$ cat src/rtl/alu_issue_pkg.sv
// Shared definitions for the ALU issue controller.
//   - Opcode constants for the 4-bit combinational ALU.
//   - Instruction field positions and the LI flag bit.
//   - FSM state encoding.
//   - Small field-extraction helpers used by the controller.
package alu_issue_pkg;

  localparam int INSTR_W = 10;
  localparam int RF_AW   = 2;
  localparam int RF_N    = 1 << RF_AW;

  localparam logic [1:0] OP_ADD = 2'b00;
  localparam logic [1:0] OP_SUB = 2'b01;
  localparam logic [1:0] OP_AND = 2'b10;
  localparam logic [1:0] OP_OR  = 2'b11;

  localparam int LI_BIT = 9;
  localparam int OP_LO  = 6;
  localparam int RD_LO  = 4;
  localparam int RS1_LO = 2;
  localparam int RS2_LO = 0;
  localparam int IMM_LO = 0;
  localparam int IMM_W  = 4;

  typedef enum logic [1:0] {
    ST_IDLE = 2'd0,
    ST_EXEC = 2'd1,
    ST_RESP = 2'd2
  } state_t;

  function automatic logic is_li(input logic [INSTR_W-1:0] instr);
    return instr[LI_BIT];
  endfunction

  function automatic logic [1:0] get_op(input logic [INSTR_W-1:0] instr);
    return instr[OP_LO +: 2];
  endfunction

  function automatic logic [RF_AW-1:0] get_rd(input logic [INSTR_W-1:0] instr);
    return instr[RD_LO +: RF_AW];
  endfunction

  function automatic logic [RF_AW-1:0] get_rs1(input logic [INSTR_W-1:0] instr);
    return instr[RS1_LO +: RF_AW];
  endfunction

  function automatic logic [RF_AW-1:0] get_rs2(input logic [INSTR_W-1:0] instr);
    return instr[RS2_LO +: RF_AW];
  endfunction

  function automatic logic [IMM_W-1:0] get_imm(input logic [INSTR_W-1:0] instr);
    return instr[IMM_LO +: IMM_W];
  endfunction

endpackage

$ cat src/rtl/alu_cmd_fifo.sv
// Synchronous show-ahead instruction FIFO.
//   clk, rst_n : clock, asynchronous active-low reset
//   push, din  : write request and data (ignored while full)
//   pop        : read request (ignored while empty)
//   head       : current oldest entry, valid whenever !empty
//   full/empty : occupancy flags
//   count      : occupancy, 0..DEPTH
module alu_cmd_fifo #(
  parameter int DEPTH = 4,
  parameter int WIDTH = 10
) (
  input  logic                     clk,
  input  logic                     rst_n,
  input  logic                     push,
  input  logic                     pop,
  input  logic [WIDTH-1:0]         din,
  output logic [WIDTH-1:0]         head,
  output logic                     full,
  output logic                     empty,
  output logic [$clog2(DEPTH):0]   count
);

  localparam int AW = $clog2(DEPTH);

  logic [WIDTH-1:0] mem [DEPTH];
  logic [AW-1:0]    wr_ptr;
  logic [AW-1:0]    rd_ptr;
  logic             do_push;
  logic             do_pop;

  assign full    = (count == (AW+1)'(DEPTH));
  assign empty   = (count == '0);
  // A full FIFO refuses the push even if a pop happens in the same cycle.
  assign do_push = push && !full;
  assign do_pop  = pop && !empty;
  assign head    = mem[rd_ptr];

  always_ff @(posedge clk or negedge rst_n) begin
    if (!rst_n) begin
      wr_ptr <= '0;
      rd_ptr <= '0;
      count  <= '0;
    end else begin
      if (do_push) wr_ptr <= wr_ptr + 1'b1;
      if (do_pop)  rd_ptr <= rd_ptr + 1'b1;
      case ({do_push, do_pop})
        2'b10:   count <= count + 1'b1;
        2'b01:   count <= count - 1'b1;
        default: count <= count;
      endcase
    end
  end

  // Storage carries no reset; only pointers and count define validity.
  always_ff @(posedge clk) begin
    if (do_push) mem[wr_ptr] <= din;
  end

endmodule

$ cat src/rtl/alu_issue_ctrl.sv
// Issue-side controller for a 4-bit combinational ALU.
//   clk, rst_n             : clock, asynchronous active-low reset
//   in_valid/in_ready      : instruction handshake (in_ready = FIFO not full)
//   in_instr               : 10-bit instruction (LI or ALU op)
//   alu_opcode/alu_a/alu_b : operands to the external ALU, non-zero only in EXEC
//   alu_result             : combinational ALU result
//   res_valid/res_ready    : result handshake
//   res_data/res_rd        : captured result and its destination register
//   fifo_count             : instruction FIFO occupancy
module alu_issue_ctrl
  import alu_issue_pkg::*;
#(
  parameter int DATA_W     = 4,
  parameter int FIFO_DEPTH = 4
) (
  input  logic                          clk,
  input  logic                          rst_n,
  input  logic                          in_valid,
  output logic                          in_ready,
  input  logic [INSTR_W-1:0]            in_instr,
  output logic [1:0]                    alu_opcode,
  output logic [DATA_W-1:0]             alu_a,
  output logic [DATA_W-1:0]             alu_b,
  input  logic [DATA_W-1:0]             alu_result,
  output logic                          res_valid,
  input  logic                          res_ready,
  output logic [DATA_W-1:0]             res_data,
  output logic [RF_AW-1:0]              res_rd,
  output logic [$clog2(FIFO_DEPTH):0]   fifo_count
);

  state_t               state;
  logic [DATA_W-1:0]    rf [RF_N];
  logic [INSTR_W-1:0]   head;
  logic                 fifo_full;
  logic                 fifo_empty;
  logic                 fifo_pop;
  logic                 head_is_li;
  logic                 unused_head_bits;

  assign in_ready   = !fifo_full;
  assign head_is_li = is_li(head);
  // Bit 8 is a don't-care in both instruction forms.
  assign unused_head_bits = head[8];

  // LIs retire straight from IDLE; an ALU op stays at the head until its
  // result is captured at the end of EXEC.
  assign fifo_pop = ((state == ST_IDLE) && !fifo_empty && head_is_li) ||
                    (state == ST_EXEC);

  alu_cmd_fifo #(
    .DEPTH (FIFO_DEPTH),
    .WIDTH (INSTR_W)
  ) u_fifo (
    .clk   (clk),
    .rst_n (rst_n),
    .push  (in_valid),
    .pop   (fifo_pop),
    .din   (in_instr),
    .head  (head),
    .full  (fifo_full),
    .empty (fifo_empty),
    .count (fifo_count)
  );

  always_ff @(posedge clk or negedge rst_n) begin
    if (!rst_n) begin
      state      <= ST_IDLE;
      res_valid  <= 1'b0;
      res_data   <= '0;
      res_rd     <= '0;
      alu_opcode <= '0;
      alu_a      <= '0;
      alu_b      <= '0;
      for (int i = 0; i < RF_N; i++) rf[i] <= '0;
    end else begin
      case (state)
        ST_IDLE: begin
          if (!fifo_empty) begin
            if (head_is_li) begin
              rf[get_rd(head)] <= DATA_W'(get_imm(head));
            end else begin
              // Operands are registered on entry to EXEC; every earlier
              // LI/ALU write has already landed in rf by this edge.
              state      <= ST_EXEC;
              alu_opcode <= get_op(head);
              alu_a      <= rf[get_rs1(head)];
              alu_b      <= rf[get_rs2(head)];
            end
          end
        end
        ST_EXEC: begin
          res_data         <= alu_result;
          res_rd           <= get_rd(head);
          rf[get_rd(head)] <= alu_result;
          res_valid        <= 1'b1;
          alu_opcode       <= '0;
          alu_a            <= '0;
          alu_b            <= '0;
          state            <= ST_RESP;
        end
        ST_RESP: begin
          if (res_ready) begin
            res_valid <= 1'b0;
            state     <= ST_IDLE;
          end
        end
        default: state <= ST_IDLE;
      endcase
    end
  end

endmodule
$ cat config.mk
export PLATFORM = sky130hd
export DESIGN_NAME = alu_issue_ctrl
export DESIGN_NICKNAME = d
export VERILOG_FILES = /design/src/rtl/alu_issue_pkg.sv /design/src/rtl/alu_cmd_fifo.sv /design/src/rtl/alu_issue_ctrl.sv
export SDC_FILE = /design/constraint.sdc
export NUM_CORES = 1
export LEC_CHECK = 0
export ABC_AREA = 1
export CORE_UTILIZATION = 56
export CTS_CLUSTER_DIAMETER = 50
export CTS_CLUSTER_SIZE = 10
export DETAILED_ROUTE_END_ITERATION = 7
export MAX_ROUTING_LAYER = met4
export PLACE_DENSITY_LB_ADDON = 0.08
export REMOVE_ABC_BUFFERS = 1
export SYNTH_ARGS = -nofsm -noshare
export SYNTH_HDL_FRONTEND = slang
export SYNTH_SLANG_ARGS = --single-unit
$ cat constraint.sdc
create_clock -name clk -period 2.72 [get_ports clk]
set_input_delay 0.544 -clock clk [delete_from_list [all_inputs] [get_ports clk]]
set_output_delay 0.544 -clock clk [all_outputs]
set_load 0.01 [all_outputs]
Word level (Yosys, flattened, before mapping)
Memory sizes are Yosys's and may differ from the RTL's.
Cells that the tools add are included.
{ "word_totals": {"reg_bits": 42, "latch_bits": 0, "ramBits": 40, "mem_bits_ro": 0, "out_inout_bits": 21, "wordCells": 83, "mem_count": 1} }
{ "classes": {"n_addsub": 4, "mul": 0, "n_div": 0, "n_lt_le_gt_ge": 4, "n_eq_ne": 9, "shifts": 0, "mux": 31, "n_bitwise": 3, "reduce_logical": 17} }
{ "mem_list": {"columns": ["memory", "depth", "width", "read_ports", "rd_ports_with_merged_regs", "write_ports", "line_no", "text"], "rows": [
  ["u_fifo.mem", 4, 10, 1, 0, 1, "alu_cmd_fifo.sv:25", "logic [WIDTH-1:0] mem [DEPTH];"]
]} }
{ "ops": {"columns": ["op", "n"], "rows": [
  ["4-bit two-way mux", 9],
  ["16-bit bitwise mux", 2],
  ["16-bit two-way mux", 2],
  ["16-bit case mux with 2 select lines", 1],
  ["4-bit binary-select mux with 2-bit select", 2],
  ["4-bit case mux with 2 select lines", 2],
  ["2-bit two-way mux", 5],
  ["3-bit greater-or-equal comparator, second input constant", 3],
  ["2-bit inverter with 3-bit output", 3],
  ["3-bit AND reduction", 3],
  ["4-bit demux with 2-bit select", 1],
  ["2-bit != test, second input constant", 4],
  ["2-bit case mux with 3 select lines", 1],
  ["3-bit case mux with 2 select lines", 1],
  ["2-bit nonzero test", 3],
  ["1-bit logical AND", 5],
  ["2-bit by 1-bit adder with 2-bit output, second input constant", 2],
  ["2-bit by 1-bit == test with 1-bit output, second input constant", 2],
  ["2-bit == test, second input constant", 2],
  ["2-bit case mux with 2 select lines", 1],
  ["3-bit by 1-bit adder with 3-bit output, second input constant", 1],
  ["3-bit == test, second input constant", 1],
  ["3-bit logical NOT", 1],
  ["3-bit by 1-bit < comparator with 1-bit output, second input constant", 1],
  ["other kinds (7)", 10]
]} }

Longest topological paths before layout
Gate-level depths: netlist of run 1.
An unclocked memory read counts as a cell.
{ "logic_depth": {"word_depth": 10, "ltp_mapped": 15, "ltp_nobuf": 14} }

Cells and area by module
A second synthesis of run 1 with hierarchy kept.
{ "unflattened": {"hier_cells": 403, "hier_area_um2": 3802.4} }
{ "modules_own_cells": {"columns": ["mod", "instances", "cells_per_inst", "area_each_um2"], "rows": [
  ["alu_cmd_fifo", 1, 178, 2084.5],
  ["alu_issue_ctrl", 1, 225, 1717.9]
]} }

Least setup slack after synthesis of run 1
OpenSTA, ideal clock, no wires.
{ "synth_timing": {"path_type": "flip-flop to flip-flop", "from": "reg u_fifo.count[0]", "to": "reg u_fifo.count[2]", "setup_time_ns": 0.126, "arrival_time_ns": 2.176, "required_time_ns": 2.594, "setup_slack_ns": 0.418, "stages_incl_launch_ff": 13, "n_path_buf": 1, "period_less_slack_ns": 2.302, "cell_sequence": "dfrtp_1 > nor3_1 > nor2_2 > nand2_2 > nand2_4 > buf_8 > nand2_2 > inv_1 > ha_1 > fa_1 > a21oi_1 > o21ai_0 > xnor2_1"} }
{ "synth_between": {"elab_chain_cells": 8, "elab_cells_between_ends": 15} }
{ "synth_lines": {"columns": ["item", "line_no", "text"], "rows": [
  ["start, declared", "alu_cmd_fifo.sv:20", "output logic [$clog2(DEPTH):0] count"],
  ["start signal, assigned", "alu_cmd_fifo.sv:47", "2'b10: count <= count + 1'b1;"],
  ["start signal, assigned", "alu_cmd_fifo.sv:48", "2'b01: count <= count - 1'b1;"],
  ["start signal, assigned", "alu_cmd_fifo.sv:49", "default: count <= count;"],
  ["3-bit logical NOT (*)", "alu_cmd_fifo.sv:32", "assign empty = (count == '0);"],
  ["1-bit logical NOT (*)", "alu_cmd_fifo.sv:35, alu_issue_ctrl.sv:48", null],
  ["1-bit logical AND (2 in a row)", "alu_issue_ctrl.sv:48", "assign fifo_pop = ((state == ST_IDLE) && !fifo_empty && head_is_li) ||"],
  ["1-bit logical OR", "alu_issue_ctrl.sv:48", null],
  ["1-bit logical AND (*)", "alu_cmd_fifo.sv:35", "assign do_pop = pop && !empty;"],
  ["net u_fifo.do_pop", "alu_cmd_fifo.sv:29", "logic do_pop;"],
  ["2-bit by 1-bit == test with 1-bit output or 2-bit == test (tied branches)", "alu_cmd_fifo.sv:46", "case ({do_push, do_pop})"],
  ["3-bit case mux with 2 select lines or 2-bit nonzero test (tied branches)", null, null]
]} }
Mark *: on every way through the listed nets, which the timed path passes. The rest lies on a longest branch.
A chain may end at the register's enable or synchronous reset.

Worst setup path in the final report of run 1
Same ends and word-level chain as after synthesis.

==> impl_metrics.ini, run 1 <==
[floorplanning]
fp.coreArea_mm2 = 0.006096
die_height_um = 82.48
die_x_um = 82.48
die_area_mm2 = 0.006803
row_count = 28
initial_utilization_pct = 59.50
io-pin-count = 39

[clocking]
worstSkewPairLatency_ps = 350
cts_made_buffers = 9
post_cts_resized = 0
h-tree-depth = 3
cts_root_buf = clkbuf_8
post_cts_buffers = 0
ctsHoldBuffers = 0
cts_sinks = 78
clkTransAtPathRegs_ps = 80
clockBufferDepth = 2
cts_tree = yes

[yosys]
synth_edf_count = 36
postSynthCellCount = 364
syn_area_per_cell_um2 = 9.965
synth_top_area_share_pct = 29.80
ys_ff_latch = 78
netlist_area_mm2 = 0.003627
ys_top_cells_by_area = edfxtp_1, dfrtp_1, nand2_1, nand3_1, nand3_2
synth_common_cells = nand2_1, nand3_1, dfrtp_1
ys_types = 27
synthFlopType = dfrtp_1
yosysSeqAreaShare_pct = 58.78
synthArstFlopShare_pct = 53.85
yosysTopAreaCell = edfxtp_1
yosys_warnings = 0
synth_most_common_cell = nand2_1

[timing]
slew_violations = 0
fin_crit_sh_pct = 85.70
setup_viol = 0
post-route-min-period_ps = 2331
hold_viol = 0
relSlewSlack_pct = 39.61
clock-skew-final_ps = 12.49
hold_ws_ps = 320.5
tns_ps = 0
rsz0062_at_grt = no
worstMarginPinSlew_ps = 905.9
fmax_mhz = 429.0

[route]
drc = 0
via_count = 2655
drt_iter0_drc = 216
routed_via_density = 5.364
wl_per_cell_um = 15.20
ant_nets = 0
routed_wl_um = 7522
first_pass_iters = 4

[finish]
syn_to_final_growth_pct = 17.28
n_antenna_cell = 0
drive_gt1_share_pct = 14.76
fin_nets = 439

[placed_design]
gp_congestion = 0.9575
hpwl_um = 5424
port_buffers = 37

[job]
cap_viol_max_count = 0

[pwr]
peakVddDrop_mv = 0.7491
combPwrFrac_pct = 50.7
p_per_area_mw_per_mm2 = 1277
p_leak_nw = 1.894
p_sw_share_pct = 44.36
clockPowerShare_pct = 13.8
seqPwrFrac_pct = 35.5
switchingPower_mw = 2.410
intPower_mw = 3.023

[worst_setup_path]
crit_path_cell_trace = nor3_1, buf_4, nor2_2, nand2_2, nand2_4, nand2_2, inv_1, ha_1, fa_1, a21oi_1, o21ai_0, xnor2_1
critPathLaunchType = flop
crit_family = adder cells
endpoint_kind = flop
max_stage_delay_ps = 450
r2r_setup_slack_ps = 390
crit_type = flop to flop
critPathArrivalTime_ps = 2560
crit_top_cell = nand2_2
worst-path-buf-inv = 2
reg2regPathDepth = 12
crit_slowest_cell = dfrtp_1
r2r-start = u_fifo.count[0]$_DFFE_PN0P_
r2r_end = u_fifo.count[2]$_DFFE_PN0P_
worstPathRequired_ps = 2950
critical_path_peak_fanout = 5

[global_routing]
grt_max_degree = 43
grt_pass1_vias = 2504
antenna_found_initial = 0
grt_overflow_total = 0
grt_pass1_wl_um = 12570
grt_util_all_layers_pct = 26.70

[run_status]
outcome = complete, no violations

[hold_path]
hp-class = input pin to async pin
[worst max path at each step]
stage | cells after the start | end | start
2_1_floorplan | 14 | u_fifo.count[2]$_DFFE_PN0P_ | u_fifo.rd_ptr[0]$_DFFE_PN0P_
3_5_place_dp | 7 | u_fifo.count[2]$_DFFE_PN0P_ | in_valid
6_report | 12 | u_fifo.count[2]$_DFFE_PN0P_ | u_fifo.count[0]$_DFFE_PN0P_
4_1_cts | 12 | u_fifo.count[2]$_DFFE_PN0P_ | u_fifo.count[0]$_DFFE_PN0P_
5_1_grt | 12 | u_fifo.count[2]$_DFFE_PN0P_ | u_fifo.count[0]$_DFFE_PN0P_
3_3_place_gp | 7 | u_fifo.count[2]$_DFFE_PN0P_ | in_valid
[layout make-up]
type	count	area, µm²
clock buffer	11	131.4
inverter	22	82.58
tap	75	93.84
fill	471	1842
clock inverter	5	36.28
sequential	78	2132
timing repair buffer	47	440.4
multi-input combinational	257	1338
[state kept, by name, summed over array words and instances (netlist names)]
register       count
u_fifo.mem        36
u_fifo.count       3
alu_a              4
state              2
res_valid          1
u_fifo.rd_ptr      2
res_data           4
u_fifo.wr_ptr      2
alu_opcode         2
rf                16
res_rd             2
alu_b              4
[per-stage QoR]
| step | power [mW] | cells | utilization, % | cell area, µm² | setup slack [ps] |
|---|---|---|---|---|---|
| floorplan | 3.738 | 357 | - | 3552 | 210.8 |
| global placement | 4.655 | 479 | 67.04 | 4086 | 393.6 |
| detailed placement | 4.707 | 479 | 67.04 | 4086 | 354.3 |
| CTS | 5.456 | 495 | 69.79 | 4254 | 387.0 |
| global route | 5.908 | 495 | 69.79 | 4254 | 231.9 |
| finish | 5.433 | 495 | 69.79 | 4254 | 388.9 |
[worst register-to-register path, delay by kind of cell (launching register included)]
family,cells,cell delay (ps)
xor+xnor,1,130
fa+ha+maj,2,620
flops,1,450
compound gates,2,270
simple gates,5,510
buf+inv,2,240
[per-layer routing]
layer / GRT usage (%) / routed length, µm / share of wire (%) / up-vias
li1: - / - / - / 1313
met1: 37.84 / 3479 / 46 / 1242
met2: 37.93 / 3368 / 45 / 88
met3: 4.286 / 517 / 6.9 / 12
met4: 11.75 / 157 / 2.1 / 0
met5: - / 0 / 0 / -
[power groups by stage]
stage / sequential [mW] / clock, mW / combinational [mW]
finish: 1.93 / 0.751 / 2.75
global route: 1.98 / 0.809 / 3.12
CTS: 1.93 / 0.763 / 2.76
detailed placement: 1.95 / 0 / 2.76
global placement: 1.94 / 0 / 2.71
floorplan: 1.99 / 0 / 1.75
[cells in the final DEF (no fill, tap or decap)]
cell,count
a21oi_1,3
a21oi_4,2
buf_2,1
buf_4,10
clkbuf_1,2
clkbuf_8,9
clkdlybuf4s50_1,36
clkinv_1,1
clkinv_4,1
clkinvlp_4,2
dfrtp_1,42
edfxtp_1,36
fa_1,1
ha_1,5
inv_1,17
inv_2,5
inv_6,1
nand2_1,123
nand2_2,9
nand2_4,5
nand3_1,65
nand3_2,7
nand3_4,1
nand3b_2,1
nor2_1,11
nor2_2,2
nor2_4,2
nor3_1,1
o21ai_0,9
o21ai_2,4
o22ai_1,2
xnor2_1,2
xor2_1,2
[cell families (layout without fill, tap and decap cells)]
logic type                 count (synthesis)  count (layout)  synth area share, %
and+or+nand+nor                          227             227                29.77
adders and majority gates                  6               6                2.277
buffers and inverters                     29              85                4.346
DFF                                       78              78                58.78
xor gates and xnor gates                   4               4               0.9660
AOI/OAI and AO/OA                         20              20                3.863
No activity file was read; power rests on OpenSTA's default activity.
==> inputs of run 2 (changes only) <==
Settings changed: HOLD_SLACK_MARGIN set to 0.02.
==> results of run 2 <==
No change in the layout: final DEF, timing and power equal those of run 1.
==> inputs of run 3 (changes only) <==
Settings changed: CORE_UTILIZATION 56 to 60, DONT_BUFFER_PORTS set to 1.
==> impl_metrics.ini, run 3 (synthesis results as in run 1) <==
[run_status]
outcome = complete, no violations

[timing]
hold_ws_ps = 41.53
post-route-min-period_ps = 2231
hold_viol = 0
fin_ws_ps = 489.2
fmax_mhz = 448.3
relSlewSlack_pct = 49.13
slew_violations = 0
rsz0062_at_grt = no
clock-skew-final_ps = 8.216
tns_ps = 0
fin_crit_sh_pct = 82.02
worstMarginPinSlew_ps = 760.3
setup_viol = 0

[floorplanning]
fp.coreArea_mm2 = 0.005675
initial_utilization_pct = 63.91
die_area_mm2 = 0.006360
die_x_um = 79.75
die_height_um = 79.75
row_count = 27
io-pin-count = 39

[pwr]
p_total_mw = 5.211
p_leak_nw = 1.788
clockPowerShare_pct = 15.6
p_sw_share_pct = 44.31
combPwrFrac_pct = 46.1
switchingPower_mw = 2.309
intPower_mw = 2.902
peakVddDrop_mv = 0.7981
p_per_area_mw_per_mm2 = 1324
seqPwrFrac_pct = 38.3

[route]
ant_nets = 0
routed_wl_um = 7104
via_count = 2555
routed_via_density = 5.579
drt_iter0_drc = 141
first_pass_iters = 5
wl_per_cell_um = 15.51
drc = 0

[placed_design]
port_buffers = 0
post-place-ws_ps = 499.4
gp_congestion = 0.9315
dpl_cell_area_mm2 = 0.003732
hpwl_um = 5134

[worst_setup_path]
critical_path_peak_fanout = 4
crit_slowest_cell = dfrtp_1
max_stage_delay_ps = 460
worstPathRequired_ps = 2940
crit_type = flop to flop
endpoint_kind = flop
worst-path-buf-inv = 2
crit_top_cell = nand2_2
critPathArrivalTime_ps = 2450
critPathLaunchType = flop
crit_path_cell_trace = nor3_1, buf_4, nor2_2, nand2_2, nand2_4, nand2_2, inv_1, ha_1, fa_1, a21oi_1, o21ai_0, xnor2_1
crit_family = adder cells

[finish]
drive_gt1_share_pct = 16.58
fin_nets = 405
largest_register_ffs = 36
fill_cells = 437
fin_area_mm2 = 0.003936
reg.largest.list = u_fifo.mem x36, rf x16
final_common_cell = nand2_1
largest_register = u_fifo.mem
final_cell_mix = nand2_1, nand3_1, dfrtp_1
n_antenna_cell = 0
syn_to_final_growth_pct = 8.520

[clocking]
cts_sinks = 78
h-tree-depth = 3
clockBufferDepth = 2
cts_root_buf = clkbuf_8
cts_made_buffers = 9
cts_tree = yes
clkTransAtPathRegs_ps = 80
worstSkewPairLatency_ps = 340

[job]
cap_viol_max_count = 0

[global_routing]
grt_overflow_total = 0
grt_util_all_layers_pct = 25.78
antenna_found_initial = 0
grt_max_degree = 43
grt_pass1_wl_um = 11670
grt_pass1_vias = 2460

[hold_path]
hp-class = input pin to async pin
## run 3: power by group through the flow
stage          Combinational (mW)  Sequential [mW]  Clock [mW]
2_1_floorplan                1.75             1.99           0
3_3_place_gp                 2.32             2.01           0
3_5_place_dp                 2.37             2.02           0
4_1_cts                      2.41             2.00       0.824
5_1_grt                      2.72             2.05       0.881
6_report                     2.40             2.00       0.811
## run 3: per-stage QoR
step / utilization [%] / instances
2_1_floorplan: - / 357
6_report: 69.36 / 458
3_5_place_dp: 65.76 / 441
5_1_grt: 69.36 / 458
3_3_place_gp: 65.76 / 441
4_1_cts: 69.36 / 458
## run 3: repair_timing
item,4_1_cts,5_1_grt
resized for setup,0,0
endpoints found under the hold margin,42,0
setup buffers,0,0
endpoints found under the setup margin,0,0
hold buffers,1,0
## run 3: worst paths after layout
path	slack, ps	to	start	cells past startpoint
max	490	u_fifo.count[2]$_DFFE_PN0P_	u_fifo.count[1]$_DFFE_PN0P_	12
min	40	u_fifo.rd_ptr[1]$_DFFE_PN0P_	rst_n	1
max reg2reg	490	u_fifo.count[2]$_DFFE_PN0P_	u_fifo.count[1]$_DFFE_PN0P_	12
min reg2reg	510	rf[8]$_DFFE_PN0P_	rf[8]$_DFFE_PN0P_	2
max in group asynchronous	2470	u_fifo.wr_ptr[1]$_DFFE_PN0P_	rst_n	1
min in group clk	300	u_fifo.mem[1][0]$_DFFE_PP_	in_instr[0]	0
## run 3: routing by layer
layer  wire, µm  up-vias  global-route usage [%]  share of wire (%)
li1           -     1253                       -                  -
met1       3119     1187                   33.67                 44
met2       3272      101                   38.55                 46
met3        570       14                   5.143                8.0
met4        142        0                   13.04                2.0
met5          0        -                       -                  0
## run 3: final cells by class
type / instances / area, µm² / area share [%]
Clock inverter: 4 / 48.80 / 1.240
Sequential cell: 78 / 2132 / 54.16
Tap cell: 72 / 90.09 / 2.289
Multi-Input combinational cell: 257 / 1338 / 33.98
Clock buffer: 12 / 135.1 / 3.433
Timing Repair Buffer: 13 / 110.1 / 2.797
Inverter: 22 / 82.58 / 2.098
